--- config.mk ---
export PLATFORM = sky130hd
export DESIGN_NAME = mem_access_unit
export DESIGN_NICKNAME = d
export VERILOG_FILES = /design/src/rtl/mem_access_unit.sv
export SDC_FILE = /design/constraint.sdc
export NUM_CORES = 1
export LEC_CHECK = 0
export ABC_AREA = 1
export BUFFER_PORTS_ARGS = -buffer_cell sky130_fd_sc_hd__buf_2
export CAP_MARGIN = 0
export CORE_MARGIN = 2
export CORE_UTILIZATION = 55
export DETAILED_ROUTE_END_ITERATION = 6
export PLACE_DENSITY = 0.95
export SETUP_SLACK_MARGIN = 0.05
export SLEW_MARGIN = 20
export SYNTH_ARGS = -nofsm -noshare
export SYNTH_HDL_FRONTEND = slang
export SYNTH_SLANG_ARGS = --single-unit
--- constraint.sdc ---
create_clock -name clk -period 4.7 [get_ports clk]
set_input_delay 0.235 -clock clk [delete_from_list [all_inputs] [get_ports clk]]
set_output_delay 0.235 -clock clk [all_outputs]
set_load 0.05 [all_outputs]
--- src/rtl/mem_access_unit.sv ---
// rtl/mem_access_unit.sv - load/store unit between a pipeline and a word-wide data memory
//
// Purpose: accepts one byte/half/word load or store at a time, checks it for
// alignment, range and size errors, drives a registered word-wide memory port
// (sub-word stores done as read-modify-write) and returns a one-cycle response.
//
// Ports:
//   clk, reset        : single clock, synchronous active-high reset
//   req_valid         : request strobe, sampled only while busy=0
//   req_write         : 1 = store, 0 = load
//   req_size [1:0]    : 00 byte, 01 half, 10 word, 11 illegal
//   req_unsigned      : zero-extend sub-word loads when 1
//   req_addr [31:0]   : byte address
//   req_wdata [31:0]  : store data, right-aligned for byte/half
//   busy              : high whenever not idle
//   resp_valid        : one-cycle completion pulse
//   resp_err          : error flag qualifying resp_valid
//   resp_rdata [31:0] : extended load data (0 for stores/errors), held until next response
//   mem_read/mem_write: registered memory strobes
//   mem_address       : registered word index
//   mem_write_data    : registered store word
//   mem_read_data     : memory data, valid the cycle after mem_read
module mem_access_unit #(
  parameter int ADDR_BITS = 8
) (
  input  logic        clk,
  input  logic        reset,
  input  logic        req_valid,
  input  logic        req_write,
  input  logic [1:0]  req_size,
  input  logic        req_unsigned,
  input  logic [31:0] req_addr,
  input  logic [31:0] req_wdata,
  output logic        busy,
  output logic        resp_valid,
  output logic        resp_err,
  output logic [31:0] resp_rdata,
  output logic        mem_read,
  output logic        mem_write,
  output logic [31:0] mem_address,
  output logic [31:0] mem_write_data,
  input  logic [31:0] mem_read_data
);

  typedef enum logic [2:0] {
    S_IDLE, S_RD, S_RD_WAIT, S_WR, S_RMW_RD, S_RMW_WAIT, S_RMW_WR, S_DONE
  } state_t;

  state_t r_state;
  state_t w_next;

  logic        w_accept;
  logic        w_misalign;
  logic        w_range_err;
  logic        w_req_err;
  logic [31:0] w_load_ext;
  logic [31:0] w_merged;
  logic [7:0]  w_byte;
  logic [15:0] w_half;

  logic [1:0]  r_size;
  logic        r_unsigned;
  logic [1:0]  r_lane;
  logic [15:0] r_wdata;
  logic        r_mem_read;
  logic        r_mem_write;
  logic [31:0] r_mem_address;
  logic [31:0] r_mem_write_data;
  logic        r_resp_err;
  logic [31:0] r_resp_rdata;

  assign w_accept    = (r_state == S_IDLE) && req_valid;
  assign w_misalign  = ((req_size == 2'b10) && (req_addr[1:0] != 2'b00)) ||
                       ((req_size == 2'b01) && req_addr[0]);
  // Any address bit above the memory's byte range makes the request out of range.
  assign w_range_err = (req_addr >> (ADDR_BITS + 2)) != 32'd0;
  assign w_req_err   = (req_size == 2'b11) || w_misalign || w_range_err;

  // State register
  always_ff @(posedge clk) begin
    if (reset) begin
      r_state <= S_IDLE;
    end else begin
      r_state <= w_next;
    end
  end

  // Next-state logic
  always_comb begin
    w_next = r_state;
    case (r_state)
      S_IDLE: begin
        if (req_valid) begin
          if (w_req_err)               w_next = S_DONE;
          else if (!req_write)         w_next = S_RD;
          else if (req_size == 2'b10)  w_next = S_WR;
          else                         w_next = S_RMW_RD;
        end
      end
      S_RD:       w_next = S_RD_WAIT;
      S_RD_WAIT:  w_next = S_DONE;
      S_WR:       w_next = S_DONE;
      S_RMW_RD:   w_next = S_RMW_WAIT;
      S_RMW_WAIT: w_next = S_RMW_WR;
      S_RMW_WR:   w_next = S_DONE;
      S_DONE:     w_next = S_IDLE;
      default:    w_next = S_IDLE;
    endcase
  end

  // State-decoded outputs
  always_comb begin
    busy       = (r_state != S_IDLE);
    resp_valid = (r_state == S_DONE);
  end

  // Lane extraction of the returned word for loads
  always_comb begin
    w_byte = mem_read_data[7:0];
    case (r_lane)
      2'd0: w_byte = mem_read_data[7:0];
      2'd1: w_byte = mem_read_data[15:8];
      2'd2: w_byte = mem_read_data[23:16];
      2'd3: w_byte = mem_read_data[31:24];
      default: w_byte = mem_read_data[7:0];
    endcase
    w_half = r_lane[1] ? mem_read_data[31:16] : mem_read_data[15:0];
  end

  always_comb begin
    w_load_ext = mem_read_data;
    case (r_size)
      2'b00:   w_load_ext = r_unsigned ? {24'd0, w_byte} : {{24{w_byte[7]}}, w_byte};
      2'b01:   w_load_ext = r_unsigned ? {16'd0, w_half} : {{16{w_half[15]}}, w_half};
      default: w_load_ext = mem_read_data;
    endcase
  end

  // Sub-word store merge: only the addressed lanes take new data.
  always_comb begin
    w_merged = mem_read_data;
    if (r_size == 2'b00) begin
      case (r_lane)
        2'd0: w_merged[7:0]   = r_wdata[7:0];
        2'd1: w_merged[15:8]  = r_wdata[7:0];
        2'd2: w_merged[23:16] = r_wdata[7:0];
        2'd3: w_merged[31:24] = r_wdata[7:0];
        default: w_merged = mem_read_data;
      endcase
    end else if (r_lane[1]) begin
      w_merged[31:16] = r_wdata[15:0];
    end else begin
      w_merged[15:0] = r_wdata[15:0];
    end
  end

  // Registered datapath and memory strobes. Strobes are derived from the next
  // state so each is high for exactly the one cycle spent in RD/RMW_RD or WR/RMW_WR.
  always_ff @(posedge clk) begin
    if (reset) begin
      r_size           <= 2'b00;
      r_unsigned       <= 1'b0;
      r_lane           <= 2'b00;
      r_wdata          <= 16'd0;
      r_mem_read       <= 1'b0;
      r_mem_write      <= 1'b0;
      r_mem_address    <= 32'd0;
      r_mem_write_data <= 32'd0;
      r_resp_err       <= 1'b0;
      r_resp_rdata     <= 32'd0;
    end else begin
      r_mem_read  <= (w_next == S_RD) || (w_next == S_RMW_RD);
      r_mem_write <= (w_next == S_WR) || (w_next == S_RMW_WR);

      if (w_accept) begin
        r_size        <= req_size;
        r_unsigned    <= req_unsigned;
        r_lane        <= req_addr[1:0];
        r_wdata       <= req_wdata[15:0];
        r_mem_address <= {{(32 - ADDR_BITS){1'b0}}, req_addr[ADDR_BITS+1:2]};
        if (!w_req_err && req_write && (req_size == 2'b10)) begin
          r_mem_write_data <= req_wdata;
        end
      end

      if (r_state == S_RMW_WAIT) begin
        r_mem_write_data <= w_merged;
      end

      if (w_next == S_DONE) begin
        // Only the IDLE->DONE path is an error; only loads return data.
        r_resp_err   <= (r_state == S_IDLE);
        r_resp_rdata <= (r_state == S_RD_WAIT) ? w_load_ext : 32'd0;
      end
    end
  end

  assign mem_read       = r_mem_read;
  assign mem_write      = r_mem_write;
  assign mem_address    = r_mem_address;
  assign mem_write_data = r_mem_write_data;
  assign resp_err       = r_resp_err;
  assign resp_rdata     = r_resp_rdata;

endmodule

# Word-level counts from Yosys, hierarchy flattened
# Index checks and enable logic that the tools add are counted.
# totals
register_bits,99
input_bits,103
out_inout_bits,101
wordCells,72
# classes
eq_ne,19
n_mux,21
reduce_logical,21
# ops
operator,n
32-bit 2-to-1 mux,7
32-bit case mux with 2 select lines,1
16-bit 2-to-1 mux,3
8-bit 2-to-1 mux,4
8-bit case mux with 4 select lines,1
32-bit nonzero test,1
"3-bit == test, second input constant",7
3-bit case mux with 6 select lines,1
3-bit 2-to-1 mux,4
"3-bit by 2-bit == test with 1-bit output, second input constant",3
"2-bit == test, second input constant",4
"2-bit by 1-bit == test with 1-bit output, second input constant",3
"3-bit by 1-bit == test with 1-bit output, second input constant",2
2-bit nonzero test,3
1-bit logical AND,5
1-bit logical OR,5
2-bit logical NOT,2
3-bit logical NOT,1
3-bit nonzero test,1
3-bit OR reduction,1
2-bit AND reduction,1
1-bit logical NOT,1

# Logic depth before layout (Yosys ltp)
# Gate-level depths: netlist (run 1).
# depth
ltp_word,11
mapped_depth,12
ltp_nobuf,10

# Worst setup path before layout (run 1)
# No wires, ideal clock.
# synth_path
path_kind,register to register
start,register r_state[2]
end,register r_resp_rdata[1] (netlist: resp_rdata[1])
setup_ns,0.113
t_arrival_ns,2.097
t_required_ns,4.587
path_slack_ns,2.491
path_stages_with_launch,11
n_path_buf,1
period_less_slack_ns,2.209
cell_sequence,dfxtp_1 nand2_1 nor2_1 or2_2 o21a_1 nand2_2 nand2_2 buf_2 nand2_1 nand2_1 nor2_1
# synth_via
word_cells_on_any_way,13
cone_classes,8 x eq/ne; 3 x mux; 2 x reduce/logical
# synth_lines
item,line,source
start: declaration,49,state_t r_state;
start signal: assignment,84,r_state <= w_next;
3-bit == test,--,
net resp_valid,35,"output logic resp_valid,"
3-bit case mux with 6 select lines,91,case (r_state)
3-bit == test,190,if (w_next == S_DONE) begin
end signal: assignment,193,r_resp_rdata <= (r_state == S_RD_WAIT) ? w_load_ext : 32'd0;
end: declaration,70,logic [31:0] r_resp_rdata;
# The timed path passes the listed nets, and every way through them passes these cells.
# A chain may end at the register's enable or synchronous reset.

# Worst setup path in the final report (run 1)
# layout_path
start,register r_state[1]
end,register r_resp_rdata[17] (netlist: resp_rdata[17])
# layout_via
elab_chain_len,4
word_cells_on_any_way,13
cone_classes,8 x eq/ne; 3 x mux; 2 x reduce/logical
# layout_lines
item,line
"3-bit by 2-bit == test with 1-bit output, or another cell as far along","91, 193"
3-bit OR reduction (no line),--
3-bit case mux with 6 select lines,91
3-bit == test,190
# Parallel ways exist; a longest one is shown, timed or not.

==> impl_metrics.tcl, run 1 <==
set metrics [dict create \
    instances_no_fill 1236 \
    final_core_util_pct 64.3 \
    finalSetupTns_ps 0 \
    core_area_um2 10700 \
    critPathArrivalTime_ps 3430 \
    r2r-end "resp_rdata[17]$_SDFFE_PP0N_" \
    vias_per_cell 5.63 \
    ys_types 35 \
    areaGrowthSynthToFinish_pct 15.4 \
    fin_skew_ps 21.7 \
    hold_end "mem_address[1]$_SDFFE_PP0P_" \
    initial_core_util_pct 55.7 \
    gp_congestion 0.988 \
    final_common_cell "nand2_1" \
    synthAdderAreaFrac_pct 0 \
    avgSynthCellArea_um2 6.20 \
    critical_path_buf_inv_count 1 \
    synth_seq_area_share_pct 33.2 \
    dieWidth_um 108 \
    cts_tree "yes" \
    min_from "req_addr[3]" \
    grt_overflow_total 0 \
    ys_seq_elements 99 \
    cts.clk_slew.worst_paths_ps 110 \
    irDropWorstVdd_uv 445 \
    dr.pass1.iters 6 \
    power.switching_mw 1.95 \
    finalSetupViolations 0 \
    syn_inst 961 \
    post-route-min-period_ps 3120 \
    vias 6962 \
    post-route-period-util_pct 66.4 \
    cp-end-kind "register" \
    crit_path_top_delay_cell "nand2_2" \
    drt_iter0_drc 689 \
    dpl_worst_slack_ps 1680 \
    fin_hold_ws_ps 97.5 \
    cts_resized 0 \
    cap_violations 0 \
    r2r_cells 9 \
    antenna_cells 0 \
    power_frac_comb_pct 54.0 \
    grt_setup_unrepaired "false" \
    seq_power_share_pct 31.7 \
    first_global_vias 6343 \
    grt_pass1_wl_um 29900 \
    final_layout_size_suffix_gt1_share_pct 20.0 \
    final_cell_mix "nand2_1, buf_2, nor2_1, a21oi_1, o21ai_0" \
    clkLatencyLatePin_ps 380 \
    p_per_area_nw_per_um2 538 \
    fmax_mhz 321 \
    min_path_type "input port to register" \
    intPower_mw 1.75 \
    synth_xor_area_share_pct 0 \
    cts_setup_buffers 0 \
    min_path_cells 3 \
    finalHoldViolCount 0 \
    critPathKind "register to register" \
    slew_viol_final 0 \
    dpl.cell_count 1220 \
    setup_ws_ps 1580 \
    ys.warnings.count 0 \
    cts.root.buffer_cell "clkbuf_8" \
    power_leakage_nw 3.24 \
    tightest_slew_ps 1030 \
    cp_common_cell "nand2_1" \
    drt-total-wl_um 18700 \
    placed_area_um2 6700 \
    synth_compound_area_share_pct 27.8 \
    path_max_fanout 53 \
    wl_per_cell_um 15.2 \
    max_stage_delay_ps 580 \
    worstPathRequired_ps 5010 \
    cts_buffers 9 \
    muxShareOfSynthArea_pct 0 \
    ant_nets 0 \
    synthSimpleGateAreaFrac_pct 26.1 \
    ios 204 \
    drcViolationCount 0 \
    totalPowerFinal_mw 3.70 \
    cp-start-kind "register" \
    cts_sinks 99 \
    clkPwrFrac_pct 14.3 \
    grt.total_usage_pct 32.0 \
    swShare_pct 52.8 \
    r2r_setup_slack_ps 1580 \
    status "finished clean" \
    cts_max_level 3 \
    grt_antenna_before_repair 0 \
    fin_nets 1194 \
    synth_top_family_by_area "compound AO/OA/AOI/OAI gates" \
    rows 38 \
    die_y_um 108 \
    portBuffers 179 \
    slew_headroom_pct 31.6 \
    syn_area_um2 5960 \
    grt_max_degree 74 \
    ctsHoldBuffers 0 \
    die_area_um2 11700 \
    clockBufferDepth 2 \
    reg2reg_from "r_state[1]$_SDFF_PP0_" \
    crit_family "simple AND/OR/NAND/NOR gates" \
    path_cells "nor2_4, nand3_4, inv_2, a21oi_2, o21ai_4, nand2_2, nand2_1, nand2_1, nor2_1" \
    postLayoutCellArea_um2 6880 \
    hpwl_um 13600 \
]
Yosys cell counts (all sizes together):
cell    number  share of area (%)
nor3         1              0.084
conb         1              0.063
a22oi        3               0.38
nand3       28                2.6
nor3b        1               0.13
o22ai        6               0.63
nand2      187                 12
clkinv       2               0.13
o21ai      111                9.6
or2          2               0.21
and2         1               0.10
inv         76                4.8
buf         48                5.3
dfxtp       99                 33
a31oi       32                3.4
clkbuf      40                2.5
o21a         1               0.13
o211ai       9                1.1
a21oi      148                 13
nor2       165                 11
final cells by class:
cell class / instances / area (um^2)
Tap cell: 140 / 175
Multi-Input combinational cell: 719 / 3310
Sequential cell: 99 / 1980
Clock inverter: 6 / 53.8
Fill cell: 1039 / 3820
Timing Repair Buffer: 184 / 933
Clock buffer: 10 / 128
Inverter: 78 / 293
state kept, by name (all words and copies together) (netlist names), 2 cells and up:
signal / cells
resp_rdata: 32
mem_address: 8
r_lane: 2
mem_write_data: 32
r_wdata: 16
r_size: 2
r_state: 3
power groups by stage:
| stage | logic [mW] | registers (mW) | clock network, mW |
|---|---|---|---|
| global placement | 1.92 | 1.18 | 0 |
| finish | 2.00 | 1.17 | 0.530 |
| global route | 2.21 | 1.19 | 0.559 |
| floorplan | 1.10 | 1.65 | 0 |
| CTS | 1.98 | 1.17 | 0.532 |
| detailed placement | 1.96 | 1.18 | 0 |
layer usage:
layer	wire length (um)	vias up	global-route usage [%]	part of all wire, %
met5	0	-	0	0
met4	932	0	15.6	5.0
met3	1980	94	6.33	11
met2	8490	441	52.9	45
met1	7350	3050	39.9	39
li1	-	3377	-	-
worst reg2reg max path, cell delays in order (launching register included):
cell	delay, ps
dfxtp_1	410
nor2_4	200
nand3_4	440
inv_2	370
a21oi_2	140
o21ai_4	560
nand2_2	580
nand2_1	180
nand2_1	80
nor2_1	110
logic make-up after synthesis:
kind of cell           after synthesis
and+or+nand+nor                    385
AOI/OAI and AO/OA                  310
DFF                                 99
buffers and inverters              166
other                                1
worst max path at each step:
stage / start / endpoint / slack [ps] / depth (start not counted)
global placement: r_state[1]$_SDFF_PP0_ / resp_rdata[26]$_SDFFE_PP0N_ / 1840 / 8
finish: r_state[1]$_SDFF_PP0_ / resp_rdata[17]$_SDFFE_PP0N_ / 1580 / 9
global route: r_state[1]$_SDFF_PP0_ / resp_rdata[23]$_SDFFE_PP0N_ / 1270 / 8
detailed placement: r_state[1]$_SDFF_PP0_ / resp_rdata[27]$_SDFFE_PP0N_ / 1680 / 8
floorplan: r_state[2]$_SDFF_PP0_ / resp_rdata[1]$_SDFFE_PP0N_ / 2490 / 10
CTS: r_state[1]$_SDFF_PP0_ / resp_rdata[17]$_SDFFE_PP0N_ / 1650 / 9
Power figures use the tool's default switching activity.
==> run 2, diff against run 1 <==
--- a/config.mk
+++ b/config.mk
@@ -5,13 +5,13 @@
 export SDC_FILE = /design/constraint.sdc
 export NUM_CORES = 1
 export LEC_CHECK = 0
-export ABC_AREA = 1
+export ABC_AREA = 0
 export BUFFER_PORTS_ARGS = -buffer_cell sky130_fd_sc_hd__buf_2
 export CAP_MARGIN = 0
 export CORE_MARGIN = 2
-export CORE_UTILIZATION = 55
+export CORE_UTILIZATION = 49
 export DETAILED_ROUTE_END_ITERATION = 6
-export PLACE_DENSITY = 0.95
+export PLACE_DENSITY = 0.9
 export SETUP_SLACK_MARGIN = 0.05
 export SLEW_MARGIN = 20
 export SYNTH_ARGS = -nofsm -noshare
==> constraint.sdc (replaced) <==
create_clock -name clk -period 3.15 [get_ports clk]
set_input_delay 0.1575 -clock clk [delete_from_list [all_inputs] [get_ports clk]]
set_output_delay 0.1575 -clock clk [all_outputs]
set_load 0.05 [all_outputs]
==> run 2 against run 1 <==
  * Synthesized area shrank 12%
  * Via count fell by 25%
  * Global-route usage fell by 5.2 points
  * Synthesized cell count shrank 36%
  * Critical endpoint is now mem_write_data[27]$_SDFFE_PP0P_
  * Highest routed layer unchanged
==> impl_metrics.tcl, run 2 <==
set metrics [dict create \
    status "finished clean" \
    cts_setup_buffers 0 \
    synth_edf_count 0 \
    initial_core_util_pct 50.7 \
    power_leakage_nw 3.02 \
    final_layout_size_suffix_gt1_share_pct 30.1 \
    fmax_mhz 424 \
    final_common_cell "buf_2" \
    post-route-min-period_ps 2360 \
    core_area_um2 10400 \
    portBuffers 179 \
    min_from "req_addr[4]" \
    yosys.area.top_type "dfxtp_1" \
    synthTopCellsByCount "dfxtp_1, nand2_1, a21oi_1" \
    cts_buffers 9 \
    r2r_setup_slack_ps 790 \
    ys_types 47 \
    synth_top_area_share_pct 37.7 \
    ios 204 \
    finalSetupViolations 0 \
    worstPathRequired_ps 3420 \
    avgSynthCellArea_um2 8.50 \
    first_global_vias 4677 \
    rows 37 \
    p_per_area_nw_per_um2 579 \
    tightest_slew_ps 955 \
    antenna_cells 0 \
    totalPowerFinal_mw 3.71 \
    drt-total-wl_um 15600 \
    cts_sinks 99 \
    ctsHoldBuffers 0 \
    grt_max_degree 101 \
    cap_violations 0 \
    grt_overflow_total 0 \
    cp-start-kind "register" \
    cts.root.buffer_cell "clkbuf_8" \
    areaGrowthSynthToFinish_pct 21.7 \
    ant_nets 0 \
    min_path_cells 3 \
    grt_setup_unrepaired "false" \
    syn_area_um2 5260 \
    cts_tree "yes" \
    irDropWorstVdd_uv 342 \
    dieWidth_um 108 \
    synth_seq_area_share_pct 37.7 \
    finalHoldViolCount 0 \
    die_area_um2 11600 \
    hold_end "mem_address[2]$_SDFFE_PP0P_" \
    dr.pass1.iters 6 \
    ys.flop_type "dfxtp_1" \
    cts.clk_slew.worst_paths_ps 100 \
    critPathKind "register to register" \
    grt_pass1_wl_um 24200 \
    clkLatencyLatePin_ps 370 \
    cts_max_level 3 \
    yosysMostFrequentCell "dfxtp_1" \
    fin_skew_ps 9.69 \
    wl_per_cell_um 17.2 \
    vias 5192 \
    cts_resized 0 \
    die_y_um 108 \
    syn_inst 619 \
    ys.warnings.count 0 \
    synth-async-reset-ratio_pct 0 \
    r2r-end "mem_write_data[27]$_SDFFE_PP0P_" \
    drt_iter0_drc 526 \
    path_max_fanout 20 \
    slew_viol_final 0 \
    hpwl_um 11400 \
    critPathArrivalTime_ps 2630 \
    drcViolationCount 0 \
    cp-end-kind "register" \
    reg2reg_from "r_state[2]$_SDFF_PP0_" \
    final_cell_mix "buf_2, dfxtp_1, nand2_1, a21oi_1, nor2_1" \
    r2r_cells 5 \
    min_path_type "input port to register" \
    synth_area_leaders "dfxtp_1, mux2i_1, nand2_1" \
    finalSetupTns_ps 0 \
    ys_seq_elements 99 \
    post-route-period-util_pct 74.9 \
    vias_per_cell 5.71 \
    setup.worst_path.start "r_state[2]$_SDFF_PP0_" \
    slew_headroom_pct 36.3 \
    fin_nets 871 \
    clockBufferDepth 2 \
    gp_congestion 0.927 \
    grt_antenna_before_repair 0 \
    grt.total_usage_pct 26.8 \
]
-- run 2: worst max-delay path by stage --
stage	depth (start not counted)	endpoint	slack, ps
2_1_floorplan	5	resp_rdata[16]$_SDFFE_PP0N_	1190
3_3_place_gp	7	mem_write_data[30]$_SDFFE_PP0P_	890
3_5_place_dp	7	mem_write_data[27]$_SDFFE_PP0P_	860
4_1_cts	5	mem_write_data[27]$_SDFFE_PP0P_	840
5_1_grt	5	mem_write_data[30]$_SDFFE_PP0P_	680
6_report	5	mem_write_data[27]$_SDFFE_PP0P_	790
-- run 2: area by class of cell --
| class | instances | area, um^2 |
|---|---|---|
| Sequential cell | 99 | 1980 |
| Timing Repair Buffer | 193 | 1010 |
| Tap cell | 136 | 170 |
| Inverter | 7 | 26.3 |
| Clock inverter | 6 | 136 |
| Multi-Input combinational cell | 458 | 2940 |
| Clock buffer | 10 | 138 |
| Fill cell | 912 | 3970 |
-- run 2: cells by family after synthesis --
group                  synth area share [%]
and+or+nand+nor                        18.0
muxes                                  12.6
AOI/OAI and AO/OA                      23.1
DFF                                    37.7
buffers and inverters                  8.46
other                                0.0713
-- run 2: layer usage --
metal  track usage, %  vias to the layer above  routed length, um
met5                0                        -                  0
met4             10.1                        0                484
met3             7.51                       56               1810
met2             40.5                      314               6930
met1             36.3                     2360               6410
li1                 -                     2462                  -
-- run 2: power breakdown --
| part | switching [mW] | total [mW] | internal (mW) |
|---|---|---|---|
| Clock | 0.461 | 1.09 | 0.631 |
| Sequential | 0.0784 | 1.44 | 1.36 |
| Combinational | 0.824 | 1.17 | 0.350 |
| Total | 1.36 | 3.71 | 2.34 |
-- run 2: worst max-delay path, stage by stage (launching register included) --
cell,delay (ps)
dfxtp_1,380
nand2_1,240
or2_1,490
o31a_2,570
buf_12,250
mux2_4,310
-- run 2: stage by stage --
step	instance area, um^2	instances	worst slack, ps	util (%)	hold slack (ps)
detailed placement	6130	893	856	59.1	406
global placement	6130	893	894	59.1	402
finish	6400	909	791	61.7	10.2
CTS	6400	909	835	61.7	7.89
global route	6400	909	681	61.7	11.8
floorplan	5350	642	1190	-	293
==> run 3, diff against run 2 <==
==> constraint.sdc (replaced) <==
create_clock -name clk -period 2.18 [get_ports clk]
set_input_delay 0.109 -clock clk [delete_from_list [all_inputs] [get_ports clk]]
set_output_delay 0.109 -clock clk [all_outputs]
set_load 0.05 [all_outputs]
==> run 3 against run 2 <==
  * The run now ends with hold timing left
  * Combinational power up 53%
  * Cell area up 3.9%
  * Global-route usage up 0.25 points
  * Hold slack worse by 20 ps
  * Sequential cell count unchanged
  * Routed wire length up 2.4%
  * Via count up 3.6%
  * Clock skew up 1.1 ps
  * First-iteration DRC count down 7.0%
  * Highest routed layer unchanged
==> impl_metrics.tcl, run 3 (synthesis results as in run 2) <==
set metrics [dict create \
    status "finished with violations" \
    violations "hold timing" \
    portBuffers 179 \
    busiest_layer "met2" \
    fin_skew_ps 10.8 \
    drt_iter0_drc 489 \
    cts.root.buffer_cell "clkbuf_8" \
    power_leakage_nw 3.16 \
    worstPathRequired_ps 2470 \
    antenna_cells 0 \
    irDropWorstVdd_uv 485 \
    slew_headroom_pct 51.6 \
    vias_per_cell 5.71 \
    min_from "req_addr[1]" \
    finalHoldViolCount 4 \
    cts_max_level 3 \
    final_cell_mix "buf_2, dfxtp_1, nand2_1, a21oi_1, nor2_1" \
    placed_area_um2 6240 \
    grt_overflow_total 0 \
    cts_buffers 9 \
    critPathArrivalTime_ps 2310 \
    grt_setup_unrepaired "false" \
    wl_per_cell_um 17.0 \
    cts_sinks 99 \
    post-route-period-util_pct 92.7 \
    swShare_pct 40.3 \
    cp-start-kind "input port" \
    vias 5381 \
    seq_power_share_pct 41.9 \
    cp-end-kind "register" \
    reg2reg_from "r_lane[0]$_SDFFE_PP0P_" \
    ios 204 \
    tightest_slew_ps 725 \
    intPower_mw 2.97 \
    power_frac_comb_pct 35.9 \
    cts.clk_slew.worst_paths_ps 100 \
    final_common_cell "buf_2" \
    postLayoutCellArea_um2 6650 \
    fin_nets 905 \
    rows 37 \
    grt_max_degree 81 \
    dr.pass1.iters 6 \
    finalSetupTns_ps 0 \
    min_path_type "input port to register" \
    grt_use_met2_pct 42.2 \
    dieWidth_um 108 \
    use_met1_pct 36.2 \
    final_layout_size_suffix_gt1_share_pct 30.2 \
    slew_viol_final 0 \
    critPathKind "input port to register" \
    gp_congestion 0.966 \
    setup_ws_ps 158 \
    clockBufferDepth 2 \
    post-route-min-period_ps 2020 \
    setup.worst_path.start "req_addr[0]" \
    fin_hold_ws_ps -9.57 \
    drt-total-wl_um 16000 \
    path_max_fanout 17 \
    first_global_vias 4953 \
    hpwl_um 11600 \
    core_area_um2 10400 \
    areaGrowthSynthToFinish_pct 26.4 \
    drcViolationCount 0 \
    grt_use_met3_pct 7.32 \
    power.switching_mw 2.00 \
    clkPwrFrac_pct 22.1 \
    fillers 884 \
    dpl_worst_slack_ps 127 \
    cap_violations 0 \
    finalSetupViolations 0 \
    p_per_area_nw_per_um2 747 \
    die_area_um2 11600 \
    ant_nets 0 \
    die_y_um 108 \
    initial_core_util_pct 50.7 \
    cts_tree "yes" \
    grt_pass1_wl_um 24900 \
    fmax_mhz 495 \
    grt.total_usage_pct 27.0 \
    grt_antenna_before_repair 1 \
    clkLatencyLatePin_ps 370 \
]
## run 3: final timing paths
kind | cells after the start | end | slack [ps]
min reg2reg | 2 | mem_address[7]$_SDFFE_PP0P_ | 460
max reg2reg | 4 | resp_rdata[15]$_SDFFE_PP0N_ | 200
min | 3 | r_lane[1]$_SDFFE_PP0P_ | -10
max | 8 | mem_write_data[7]$_SDFFE_PP0P_ | 160
## run 3: power by group through the flow
stage	logic (mW)	clock network, mW	registers (mW)
final	1.79	1.10	2.08
after global placement	1.70	0	2.12
after global routing	1.90	1.19	2.10
after CTS	1.76	1.10	2.08
after detailed placement	1.72	0	2.12
after floorplan	0.894	0	2.50
## run 3: timing repair
action / in CTS / in global routing
resized for setup: 0 / 1
setup endpoints to repair: 0 / 32
setup buffers: 0 / 0
hold buffers: 21 / 2
endpoints found under the hold margin: 21 / 2
## run 3: per-layer routing
metal  share of wire, %  vias to the layer above
li1                   -                     2542
met1                 41                     2477
met5                  0                        -
met2                 45                      307
met4                3.1                        0
met3                 11                       55
## run 3: cell type report
type | instances | area (um^2) | area share, %
well taps | 136 | 170 | 2.56
flip-flops and latches | 99 | 1980 | 29.8
multi-input cells | 458 | 2940 | 44.3
repair buffers | 227 | 1350 | 20.3
clock inverters | 7 | 52.6 | 0.790
clock buffers | 9 | 124 | 1.86
inverters | 7 | 26.3 | 0.395
## run 3: worst max-delay path: stages
cell           delay, ps
dlygate4sd3_1        540
buf_2                130
nor3_1               190
o211ai_1             190
or2_4                310
o31a_4               420
buf_12               210
mux2i_1              200
## run 3: metrics by stage
step | utilization [%] | cells | power (mW)
2_1_floorplan | - | 642 | 3.39
3_5_place_dp | 60.1 | 904 | 3.84
5_1_grt | 64.1 | 943 | 5.19
4_1_cts | 63.9 | 941 | 4.94
6_report | 64.1 | 943 | 4.97
3_3_place_gp | 60.1 | 904 | 3.82
